<file path="src/rtl/modexp_sequencer.sv">
// Left-to-right square-and-multiply command sequencer for one modmult instance.
// PRELOAD 1 cycle after start, next command 2 cycles after each ack, done 2 cycles after STORE ack.
module modexp_sequencer #(
  parameter int E_WIDTH     = 32,
  parameter int ACK_TIMEOUT = 4096
) (
  input  logic                         clk,
  input  logic                         aclr_n,
  input  logic                         start,
  input  logic [E_WIDTH-1:0]           exp,
  input  logic [$clog2(E_WIDTH+1)-1:0] exp_len,
  output logic                         busy,
  output logic                         done,
  output logic                         err,
  output logic [2:0]                   command,
  input  logic                         command_ack
);
  localparam int LW = $clog2(E_WIDTH + 1);
  localparam int IW = (E_WIDTH > 1) ? $clog2(E_WIDTH) : 1;
  localparam int TW = (ACK_TIMEOUT > 1) ? $clog2(ACK_TIMEOUT + 1) : 1;

  localparam logic [2:0] CMD_NOP     = 3'b000;
  localparam logic [2:0] CMD_MULT    = 3'b010;
  localparam logic [2:0] CMD_SQUARE  = 3'b011;
  localparam logic [2:0] CMD_PRELOAD = 3'b100;
  localparam logic [2:0] CMD_STORE   = 3'b101;

  typedef enum logic [1:0] {S_IDLE, S_ISSUE, S_WAIT, S_FIN} state_t;

  state_t                r_state;
  logic [E_WIDTH-1:0]    r_exp;
  logic signed [LW:0]    r_idx;
  logic [2:0]            r_op;
  logic                  r_sent;
  logic [TW-1:0]         r_tmo_cnt;
  logic                  r_busy;
  logic                  r_done;
  logic                  r_err;
  logic [2:0]            r_cmd;

  logic                  w_len_bad;
  logic                  w_tmo_hit;
  logic                  w_bit;
  logic signed [LW:0]    w_idx_dec;
  logic signed [LW:0]    w_next_idx;
  logic [2:0]            w_next_op;

  assign w_len_bad = (exp_len == '0) || (32'(exp_len) > 32'(E_WIDTH));
  assign w_tmo_hit = (ACK_TIMEOUT > 0) && ((32'(r_tmo_cnt) + 32'd1) == 32'(ACK_TIMEOUT));
  assign w_bit     = r_exp[r_idx[IW-1:0]];
  assign w_idx_dec = r_idx - $signed((LW+1)'(1));

  // The index MSB is its sign: a negative index means all bits are consumed.
  always_comb begin
    w_next_idx = r_idx;
    w_next_op  = CMD_STORE;
    case (r_op)
      CMD_SQUARE: begin
        if (w_bit) begin
          w_next_op = CMD_MULT;
        end else begin
          w_next_idx = w_idx_dec;
          w_next_op  = w_idx_dec[LW] ? CMD_STORE : CMD_SQUARE;
        end
      end
      CMD_MULT: begin
        w_next_idx = w_idx_dec;
        w_next_op  = w_idx_dec[LW] ? CMD_STORE : CMD_SQUARE;
      end
      default: begin
        w_next_op = r_idx[LW] ? CMD_STORE : CMD_SQUARE;
      end
    endcase
  end

  always_ff @(posedge clk or negedge aclr_n) begin
    if (!aclr_n) begin
      r_state   <= S_IDLE;
      r_exp     <= '0;
      r_idx     <= '0;
      r_op      <= CMD_NOP;
      r_sent    <= 1'b0;
      r_tmo_cnt <= '0;
      r_busy    <= 1'b0;
      r_done    <= 1'b0;
      r_err     <= 1'b0;
      r_cmd     <= CMD_NOP;
    end else begin
      r_done <= 1'b0;
      r_cmd  <= CMD_NOP;
      case (r_state)
        S_IDLE: begin
          if (start) begin
            r_exp  <= exp;
            r_idx  <= $signed({1'b0, exp_len}) - $signed((LW+1)'(2));
            r_op   <= CMD_PRELOAD;
            r_busy <= 1'b1;
            r_err  <= 1'b0;
            if (w_len_bad) begin
              r_state <= S_FIN;
              r_err   <= 1'b1;
            end else begin
              r_state <= S_ISSUE;
              r_cmd   <= CMD_PRELOAD;
              r_sent  <= 1'b1;
            end
          end
        end
        // Two ISSUE cycles after an ack: the first loads the command, the second is the pulse.
        S_ISSUE: begin
          r_tmo_cnt <= '0;
          if (r_sent) begin
            r_sent  <= 1'b0;
            r_state <= S_WAIT;
          end else begin
            r_cmd  <= r_op;
            r_sent <= 1'b1;
          end
        end
        S_WAIT: begin
          r_tmo_cnt <= r_tmo_cnt + TW'(1);
          if (command_ack) begin
            if (r_op == CMD_STORE) begin
              r_state <= S_FIN;
            end else begin
              r_op    <= w_next_op;
              r_idx   <= w_next_idx;
              r_state <= S_ISSUE;
            end
          end else if (w_tmo_hit) begin
            r_state <= S_FIN;
            r_err   <= 1'b1;
          end
        end
        default: begin
          r_done  <= 1'b1;
          r_busy  <= 1'b0;
          r_state <= S_IDLE;
        end
      endcase
    end
  end

  assign busy    = r_busy;
  assign done    = r_done;
  assign err     = r_err;
  assign command = r_cmd;

endmodule

</file>
<file path="config.mk">
export PLATFORM = sky130hd
export DESIGN_NAME = modexp_sequencer
export DESIGN_NICKNAME = d
export VERILOG_FILES = /design/src/rtl/modexp_sequencer.sv
export SDC_FILE = /design/constraint.sdc
export NUM_CORES = 1
export LEC_CHECK = 0
export BUFFER_PORTS_ARGS = -buffer_cell sky130_fd_sc_hd__clkbuf_2
export CELL_PAD_IN_SITES_DETAIL_PLACEMENT = 1
export CELL_PAD_IN_SITES_GLOBAL_PLACEMENT = 1
export CORE_ASPECT_RATIO = 0.5
export CORE_MARGIN = 4
export CORE_UTILIZATION = 42
export CTS_BUF_LIST = sky130_fd_sc_hd__clkbuf_8
export CTS_CLUSTER_DIAMETER = 150
export DETAILED_ROUTE_END_ITERATION = 16
export PLACE_DENSITY = 0.75
export SLEW_MARGIN = 25
export SYNTH_ARGS = -nofsm -noshare
export SYNTH_HDL_FRONTEND = slang
export SYNTH_SLANG_ARGS = --single-unit
</file>
<file path="constraint.sdc">
create_clock -name clk -period 2.6 [get_ports clk]
set_clock_uncertainty 0.1 [all_clocks]
set_input_delay 0.26 -clock clk [delete_from_list [all_inputs] [get_ports clk]]
set_output_delay 0.26 -clock clk [all_outputs]
set_load 0.02 [all_outputs]
</file>
==> impl_metrics.toml <==
[layout]
layout.nets = 455
area_growth_syn_to_layout_pct = 20.7
diodes = 0
drive_gt1_share_pct = 33.7
nFillCells = 910

[cts]
cts_made_buffers = 9
worstSkewPairLatency_ns = 0.36
h-tree-depth = 3
clk_pin_slew_worst_paths_ns = 0.07
cts-root-buf = "clkbuf_8"
cts_sinks = 64
clk_path_buf_depth = 2
cts_tree = "yes"

[yosys]
async_reset_ff_share_pct = 100
syn-cell-area_mm2 = 0.00356
yosysMostFrequentCell = "dfrtp_1"
yosysWarnings = 0
ys_types = 57
synth_nets = 391
synth_top_cells_by_area = "dfrtp_1, mux2_2, mux4_2"
synth-main-ff-cell = "dfrtp_1"
synth-seq-cells = 64
avgSynthCellArea_um2 = 10.4
synth_common_cells = "dfrtp_1, mux2_2, inv_1"
yosysSeqAreaShare_pct = 45.0
synthDominantCellAreaShare_pct = 45.0
synth_edf_count = 0
syn_inst = 341
yosysTopAreaCell = "dfrtp_1"

[detailed_routing]
routed_wl_mm = 9.09
wl_per_cell_um = 17.4
vias_per_cell = 5.57
drc = 0
drtPass1Iterations = 4
via_count = 2909
drt-initial-drc-count = 95
antenna_left = 0

[timing]
min_period_over_period_pct = 97.4
tightest_slew_ns = 0.589
setup_viol = 0
slew_headroom_pct = 60.7
hold_viol = 0
holdWs_ns = 0.0312
max_freq_ghz = 0.395
fin_crit_ns = 2.53
rsz0062_at_grt = "yes"
drv_slew = 0

[hold_path]
whs_path_depth = 2
hp-class = "in2reg"

[global_routing]
antenna_found_initial = 0
grt_overflow_total = 0
grt_max_degree = 42
grt_pass1_wl_mm = 15.3
grt_pass1_vias = 3153
gr-usage-all-layers_pct = 19.1

[die]
io_pins = 48
fp.dieW_um = 138
design.core.area_mm2 = 0.00812
start_util_pct = 43.9
core.rowCount = 23
fp.dieH_um = 73.1
die_area_mm2 = 0.0101

[critical_path]
crit_fanout = 4
r2r_cells = 6
crit_arrival_ns = 2.71
critical_path_class = "reg2reg"
critPathLaunchType = "flop"
worstSetupEndpointType = "flop"
required_ns = 2.78

[place]
hpwl_mm = 6.83
globalplace.congestion = 0.888
port_buffers = 47

[pwr]
leakage_nw = 1.87
ir_drop_mv = 0.555
power_mw = 4.65
p_per_area_mw_per_mm2 = 1080

[run]
drv_cap = 0

[status]
status = "complete, no violations"
[report_power, final]
part | leakage [nW] | internal [mW] | switching [mW]
Clock | 0.0989 | 0.471 | 0.412
Sequential | 0.784 | 1.39 | 0.301
Combinational | 0.988 | 1.04 | 1.03
[cell families after synthesis]
logic type	count (synthesis)	share of synthesized area, %
compound gates	76	14.4
xor+xnor	5	1.23
fa+ha+maj	8	2.81
buf+inv	42	4.57
flops	64	45.0
mux	47	16.9
simple gates	99	15.1
[state kept, by name, indices dropped and copies added, names as in the netlist]
| name | count |
|---|---|
| r_state | 2 |
| done | 1 |
| r_idx | 7 |
| r_sent | 1 |
| r_tmo_cnt | 13 |
| command | 3 |
| busy | 1 |
| r_op | 3 |
| err | 1 |
| r_exp | 32 |
[what timing repair did]
item	4_1_cts	5_1_grt
hold buffers	1	0
hold endpoints to repair	23	0
setup endpoints to repair	1	6
gates resized for setup	1	7
pin swaps	0	5
setup buffers	0	3
[path summary, 6_finish.rpt]
kind / startpoint / to / slack (ns)
setup reg to reg: r_idx[0] / r_idx[4] / 0.07
hold / removal: exp[28] / r_exp[28] / 0.03
max in group asynchronous: aclr_n / r_tmo_cnt[3] / 1.42
min in group asynchronous: aclr_n / r_exp[29] / 0.33
setup / recovery: r_idx[0] / r_idx[4] / 0.07
hold reg to reg: r_sent / r_sent / 0.41
[per-stage QoR]
step                cells  setup TNS, ns  setup slack [ns]  utilization (%)  area (µm²)
floorplan             341              0            0.0337                -        3560
global placement      502              0            0.0494             49.7        4030
detailed placement    502       -0.00888          -0.00888             49.7        4030
CTS                   519              0           0.00105             52.4        4250
global route          522        -0.0483           -0.0436             53.0        4300
finish                522              0            0.0670             53.0        4300
[layout make-up]
type / instances / area (µm²) / share of cell area, %
clock buffer: 10 / 138 / 3.20
tap: 112 / 140 / 3.26
sequential: 64 / 1610 / 37.3
multi-input combinational: 235 / 1820 / 42.3
timing repair buffer: 73 / 449 / 10.4
clock inverter: 6 / 67.6 / 1.57
inverter: 22 / 82.6 / 1.92
[placed cells by master, fill, tap and decap left out, types with 9 or more instances in the layout]
master / count
a21oi_1: 13
buf_4: 23
clkbuf_2: 47
clkbuf_8: 10
dfrtp_1: 61
inv_1: 21
mux2_2: 33
nand2_1: 15
nand3_1: 15
nor2_1: 15
nor2b_1: 9
o21ai_0: 13
o22ai_1: 10
[layer usage]
metal / routed length [µm] / global-route usage [%] / part of all wire (%) / vias to the layer above
met4: 147 / 7.23 / 1.6 / 0
li1: - / - / - / 1387
met2: 4660 / 34.0 / 51 / 48
met1: 3930 / 22.2 / 43 / 1460
met3: 357 / 5.76 / 3.9 / 14
met5: 0 / 0 / 0 / -
[critical path, cell delays in order, from the launching register on]
cell and delay, ns:
dfrtp_2 0.41, mux4_1 0.55, a22o_1 0.22, a311o_1 0.31, and3_4 0.20, or4_4 0.49
o211ai_1 0.17
(Power assumes the default switching activity.)
